**src/rtl/cdc_fifo_wr_arbiter_if.sv**
```systemverilog
// Requester and FIFO write-port bundle shared by the arbiter and its environment.
// valid/ready: a beat moves on a cycle where req_valid_i[g] and req_ready_o[g] are both high; data and last hold until then.
interface cdc_fifo_wr_arbiter_if #(
    parameter int N          = 4,
    parameter int DATA_WIDTH = 16,
    parameter int ID_WIDTH   = $clog2(N)
);
    logic [N-1:0]                     req_valid_i;
    logic [N-1:0]                     req_last_i;
    logic [N*DATA_WIDTH-1:0]          req_data_i;
    logic [N-1:0]                     req_ready_o;
    logic                             fifo_wr_en_o;
    logic [DATA_WIDTH+ID_WIDTH:0]     fifo_wr_data_o;
    logic                             fifo_full_i;
    logic                             fifo_almost_full_i;
    logic [N-1:0]                     grant_o;
    logic                             busy_o;

    modport master (
        output req_valid_i, req_last_i, req_data_i, fifo_full_i, fifo_almost_full_i,
        input  req_ready_o, fifo_wr_en_o, fifo_wr_data_o, grant_o, busy_o
    );

    modport slave (
        input  req_valid_i, req_last_i, req_data_i, fifo_full_i, fifo_almost_full_i,
        output req_ready_o, fifo_wr_en_o, fifo_wr_data_o, grant_o, busy_o
    );
endinterface

```
**src/rtl/cdc_fifo_wr_arbiter.sv**
```systemverilog
// Round-robin burst arbiter for the write port of a cdc_async_fifo.
// Each written word is tagged {id, last, data} so the read side can demultiplex.
module cdc_fifo_wr_arbiter #(
    parameter int N          = 4,
    parameter int DATA_WIDTH = 16,
    parameter int MAX_BURST  = 16,
    parameter int ID_WIDTH   = $clog2(N),
    parameter int BCNT_WIDTH = $clog2(MAX_BURST + 1)
) (
    input logic                  clk_i,
    input logic                  rst_ni,
    cdc_fifo_wr_arbiter_if.slave bus
);
    localparam logic [0:0] S_IDLE  = 1'b0;
    localparam logic [0:0] S_BURST = 1'b1;

    logic [0:0]            state_q, state_d;
    logic [N-1:0]          grant_q, grant_d;
    logic [ID_WIDTH-1:0]   gidx_q, gidx_d;
    logic [ID_WIDTH-1:0]   rr_ptr_q, rr_ptr_d;
    logic [BCNT_WIDTH-1:0] beat_cnt_q, beat_cnt_d;

    logic                  busy;
    logic                  xfer;
    logic                  g_valid;
    logic                  g_last;
    logic [DATA_WIDTH-1:0] g_data;
    logic                  pick_found;
    logic [ID_WIDTH-1:0]   pick_idx;

    assign busy    = (state_q == S_BURST);
    assign g_valid = bus.req_valid_i[gidx_q];
    assign g_last  = bus.req_last_i[gidx_q];
    assign g_data  = bus.req_data_i[int'(gidx_q) * DATA_WIDTH +: DATA_WIDTH];
    assign xfer    = busy & g_valid & ~bus.fifo_full_i;

    // grant_q is zero outside BURST, so masking it also gates ready in IDLE.
    assign bus.req_ready_o    = grant_q & {N{~bus.fifo_full_i}};
    assign bus.fifo_wr_en_o   = xfer;
    assign bus.fifo_wr_data_o = busy ? {gidx_q, g_last, g_data} : '0;
    assign bus.grant_o        = grant_q;
    assign bus.busy_o         = busy;

    always_comb begin
        pick_found = 1'b0;
        pick_idx   = '0;
        for (int i = 0; i < N; i++) begin
            if (!pick_found && bus.req_valid_i[(int'(rr_ptr_q) + i) % N]) begin
                pick_found = 1'b1;
                pick_idx   = ID_WIDTH'((int'(rr_ptr_q) + i) % N);
            end
        end
    end

    always_comb begin
        state_d    = state_q;
        grant_d    = grant_q;
        gidx_d     = gidx_q;
        rr_ptr_d   = rr_ptr_q;
        beat_cnt_d = beat_cnt_q;
        case (state_q)
            S_IDLE: begin
                if (pick_found && !bus.fifo_almost_full_i) begin
                    state_d    = S_BURST;
                    gidx_d     = pick_idx;
                    grant_d    = {{(N-1){1'b0}}, 1'b1} << pick_idx;
                    beat_cnt_d = '0;
                end
            end
            default: begin
                if (xfer) begin
                    beat_cnt_d = beat_cnt_q + 1'b1;
                    // Release on last beat or at the cap; the release beat itself is written.
                    if (g_last || beat_cnt_q == BCNT_WIDTH'(MAX_BURST - 1)) begin
                        state_d  = S_IDLE;
                        grant_d  = '0;
                        rr_ptr_d = (gidx_q == ID_WIDTH'(N - 1)) ? '0 : gidx_q + 1'b1;
                    end
                end
            end
        endcase
    end

    always_ff @(posedge clk_i or negedge rst_ni) begin
        if (!rst_ni) begin
            state_q    <= S_IDLE;
            grant_q    <= '0;
            gidx_q     <= '0;
            rr_ptr_q   <= '0;
            beat_cnt_q <= '0;
        end else begin
            state_q    <= state_d;
            grant_q    <= grant_d;
            gidx_q     <= gidx_d;
            rr_ptr_q   <= rr_ptr_d;
            beat_cnt_q <= beat_cnt_d;
        end
    end
endmodule
```
**src/flat_wrapper.sv**
```systemverilog
// flat-port wrapper written by rule: the top's interface ports become plain ports
module cdc_fifo_wr_arbiter_flat 
#(
    parameter int N          = 4,
    parameter int DATA_WIDTH = 16,
    parameter int MAX_BURST  = 16,
    parameter int ID_WIDTH   = $clog2(N),
    parameter int BCNT_WIDTH = $clog2(MAX_BURST + 1)
)
  (clk_i, rst_ni, bus_req_valid_i, bus_req_last_i, bus_req_data_i, bus_fifo_full_i, bus_fifo_almost_full_i, bus_req_ready_o, bus_fifo_wr_en_o, bus_fifo_wr_data_o, bus_grant_o, bus_busy_o);
  cdc_fifo_wr_arbiter_if #(.N(N), .DATA_WIDTH(DATA_WIDTH), .ID_WIDTH(ID_WIDTH)) bus_i ();
  input logic clk_i;
  input logic rst_ni;
  input wire logic [$bits(bus_i.req_valid_i)-1:0] bus_req_valid_i;
  input wire logic [$bits(bus_i.req_last_i)-1:0] bus_req_last_i;
  input wire logic [$bits(bus_i.req_data_i)-1:0] bus_req_data_i;
  input wire logic [$bits(bus_i.fifo_full_i)-1:0] bus_fifo_full_i;
  input wire logic [$bits(bus_i.fifo_almost_full_i)-1:0] bus_fifo_almost_full_i;
  output wire logic [$bits(bus_i.req_ready_o)-1:0] bus_req_ready_o;
  output wire logic [$bits(bus_i.fifo_wr_en_o)-1:0] bus_fifo_wr_en_o;
  output wire logic [$bits(bus_i.fifo_wr_data_o)-1:0] bus_fifo_wr_data_o;
  output wire logic [$bits(bus_i.grant_o)-1:0] bus_grant_o;
  output wire logic [$bits(bus_i.busy_o)-1:0] bus_busy_o;
  assign bus_i.req_valid_i = bus_req_valid_i;
  assign bus_i.req_last_i = bus_req_last_i;
  assign bus_i.req_data_i = bus_req_data_i;
  assign bus_i.fifo_full_i = bus_fifo_full_i;
  assign bus_i.fifo_almost_full_i = bus_fifo_almost_full_i;
  assign bus_req_ready_o = bus_i.req_ready_o;
  assign bus_fifo_wr_en_o = bus_i.fifo_wr_en_o;
  assign bus_fifo_wr_data_o = bus_i.fifo_wr_data_o;
  assign bus_grant_o = bus_i.grant_o;
  assign bus_busy_o = bus_i.busy_o;
  cdc_fifo_wr_arbiter #(.N(N), .DATA_WIDTH(DATA_WIDTH), .MAX_BURST(MAX_BURST), .ID_WIDTH(ID_WIDTH), .BCNT_WIDTH(BCNT_WIDTH)) u_core (.clk_i(clk_i), .rst_ni(rst_ni), .bus(bus_i));
endmodule
```
**config.mk**
```make
export PLATFORM = sky130hd
export DESIGN_NAME = cdc_fifo_wr_arbiter_flat
export DESIGN_NICKNAME = d
export VERILOG_FILES = /design/src/rtl/cdc_fifo_wr_arbiter_if.sv /design/src/rtl/cdc_fifo_wr_arbiter.sv /design/src/flat_wrapper.sv
export SDC_FILE = /design/constraint.sdc
export NUM_CORES = 1
export LEC_CHECK = 0
export ABC_AREA = 1
export CAP_MARGIN = 15
export CORE_MARGIN = 2
export CORE_UTILIZATION = 60
export DETAILED_ROUTE_END_ITERATION = 10
export DONT_BUFFER_PORTS = 1
export HOLD_SLACK_MARGIN = 0.05
export PLACE_DENSITY = 0.79
export SYNTH_ARGS = -nofsm -noshare
export SYNTH_HDL_FRONTEND = slang
export SYNTH_SLANG_ARGS = --single-unit
```
**constraint.sdc**
```tcl
create_clock -name clk_i -period 3.6 [get_ports clk_i]
set_clock_uncertainty 0.1 [all_clocks]
set_input_delay 0.72 -clock clk_i [delete_from_list [all_inputs] [get_ports clk_i]]
set_output_delay 0.72 -clock clk_i [all_outputs]
set_load 0.02 [all_outputs]
```
==> flow_summary.toml <==
[yosys]
synth_top_cells_by_area = "dfrtp_1 22%, nor2_1 19%, o21ai_0 13%"
synth_area_mm2 = 0.00159
number_of_register_bits_inferred_by_synthesis = 14
synth-warning-count = 0
syn-instance-count = 281
yosysUniqueCellTypes = 24
synthDominantCellAreaShare = 0.221
syn_nets = 360
post-synth-top-area-cell = "dfrtp_1"
per_instance_average_area_after_synthesis_um2 = 5.65
synth-seq-area-share = 0.221

[detailed_routing]
finalWirelength_mm = 4.21
vias = 1698
first_iter_violations = 153
detailedRoute.firstPassIterationCount = 4
avg_wl_per_cell_um = 13.8
drc_violation_count_after_routing = 0
postRouteAntennaNets = 0
vias_per_inst = 5.57

[final_layout]
drive_above_1_share = 0.0909
finalCoreUtilization = 0.646
postLayoutCellArea_mm2 = 0.00162
antenna_cells_inserted = 0
nets = 355
fillers = 235
synthToLayoutAreaGrowth_pct = 1.81

[sta]
max_freq_ghz = 0.370
setup-tns-final_ns = 0
grt_setup_unrepaired = "no"
timing.final.crit_share = 0.751
final-setup-viol-count = 0
timing.final.ws_setup_ns = 0.898
finalHoldViolCount = 0
worstMarginPinSlew_ns = 0.723
max_slew_margin = 0.518
period_needed_ns = 2.70
whs_ns = 0.425
maxSlewViolCount = 0

[grt]
first_global_vias = 1523
grt_pass1_wl_mm = 6.89
grt_usage = 0.268
globalRoute.totalOverflow = 0
antenna_violations_before_repair = 0
grt_start_max_net_pins = 43

[die]
core_outline_area_mm2 = 0.00250
initial_utilization = 0.635
design.die.area_mm2 = 0.00307
die-width_um = 55.4
die_h_um = 55.4
num_io_pins = 105
num_rows = 18

[setup_path]
worstSetupStartpointType = "flop"
critical_path.slowest_cell = "inv_1"
critical_path_peak_fanout = 34
crit_path_cell_trace = "inv_1, o21ai_0, o22a_1, nor2_1"
critPathCaptureType = "output port"
critPathRequiredTime_ns = 2.78
cp_num_buf_inv = 1
total_number_of_cells_along_the_worst_setup_path = 4
cp_top_family = "buffers and inverters"
timing.setup.critical_path_class = "flop to output port"
reg2regPathDepth = 9
cp.arrival_ns = 1.88
critical-path-max-stage-delay_ns = 0.53

[pwr]
p_leak_nw = 0.814
max-vdd-ir-drop_mv = 0.615
powerDensity_mw_per_mm2 = 1030

[clocking]
clockBufferDepth = 2
cts_sinks = 14
clock_tree_from_tritoncts = "yes"
clk_latency_ns = 0.28
ctsHtreeMaxLevel = 1
cts_root_buffer = "clkbuf_4"
path_clk_slew_ns = 0.09
total_clock_buffers_created_by_cts = 3

[worst_hold_path]
worst_hold_path_type = "flop to flop"
worstHoldPathCells = 2

[placement]
routabilityCongestion = 0.855
placement_cell_area_mm2 = 0.00157
worst_setup_slack_before_clock_tree_synthesis_ns = 1.20
place.port_buffers = 0
detailedPlacementHpwl_mm = 3.14

[job]
timing.max_cap.violations = 0

[outcome]
outcome = "completed"
[power by group]
part	internal (mW)	leakage, nW	switching (mW)
combinational	0.342	0.613	0.904
clock	0.0616	0.0210	0.0526
sequential	0.213	0.180	0.0885
[per-layer routing]
layer  GRT usage  up-vias  share of wire
li1            -      889              -
met1       0.331      744           0.42
met2       0.469       63           0.50
met3      0.0703        2          0.072
met4      0.0488        0         0.0033
met5           0        -              0
[Yosys cell counts (all sizes together)]
cell type,instances
a21oi,18
and3,1
buf,9
clkbuf,4
dfrtp,14
ha,3
inv,25
nand2,58
nand3,19
nor2,83
o21ai,43
o22a,1
o22ai,1
xor2,2
[stage by stage]
step / instances / total power, mW
floorplan: 281 / 1.38
global placement: 300 / 1.51
detailed placement: 300 / 1.53
CTS: 305 / 1.66
global route: 305 / 1.83
finish: 305 / 1.66
[flip-flops by register name (all words and copies together), names as in the netlist]
signal              flops
u_core.beat_cnt_q       5
u_core.gidx_q           2
u_core.bus.busy_o       1
u_core.bus.grant_o      4
u_core.rr_ptr_q         2
[cells by family after synthesis]
| group | Yosys count | share of synthesized area |
|---|---|---|
| flops | 14 | 0.221 |
| fa+ha+maj | 3 | 0.0237 |
| xor+xnor | 2 | 0.0110 |
| compound gates | 63 | 0.211 |
| buf+inv | 38 | 0.108 |
| simple gates | 161 | 0.426 |
[repair_timing]
item | 4_1_cts | 5_1_grt
gates resized for setup | 0 | 0
hold endpoints to repair | 14 | 0
hold buffers | 1 | 0
buffers inserted | 0 | 0
[worst register-to-register path: stages, from the launching register on]
cell     delay, ns
dfrtp_1       0.62
nand2_1       0.14
nand3_1       0.15
nand2_1       0.12
nor2_4        0.15
nand3_2       0.11
nand2_2       0.22
inv_1         0.17
nand3_1       0.13
nand2_1       0.06
[cells in the final DEF (no fill, tap or decap), types with 2 or more instances in the layout]
| master | instances |
|---|---|
| nor2_1 | 82 |
| nand2_1 | 51 |
| o21ai_0 | 40 |
| inv_1 | 20 |
| a21oi_1 | 18 |
| nand3_1 | 16 |
| dfrtp_1 | 14 |
| nand2_2 | 6 |
| inv_2 | 4 |
| nand3_2 | 3 |
| ha_1 | 3 |
| clkbuf_4 | 3 |
| o21ai_2 | 2 |
| xor2_1 | 2 |
| buf_4 | 2 |
[area by class of cell]
cell class | count | area (µm²) | area share
repair buffers | 3 | 25.0 | 0.0155
inverters | 25 | 101 | 0.0627
flip-flops and latches | 14 | 350 | 0.217
well taps | 30 | 37.5 | 0.0232
clock buffers | 4 | 36.3 | 0.0225
multi-input cells | 229 | 1060 | 0.659
[path summary, 6_finish.rpt]
kind                                 startpoint                endpoint  slack, ns
max                            u_core.gidx_q[0]  bus_fifo_wr_data_o[16]       0.90
min                        u_core.beat_cnt_q[4]    u_core.beat_cnt_q[4]       0.43
max reg2reg                  u_core.rr_ptr_q[0]   u_core.bus.grant_o[3]       1.52
min reg2reg                u_core.beat_cnt_q[4]    u_core.beat_cnt_q[4]       0.43
max in group asynchronous                rst_ni   u_core.bus.grant_o[0]       2.21
min in group asynchronous                rst_ni    u_core.beat_cnt_q[2]       0.79
No activity file was read; power rests on OpenSTA's default activity.
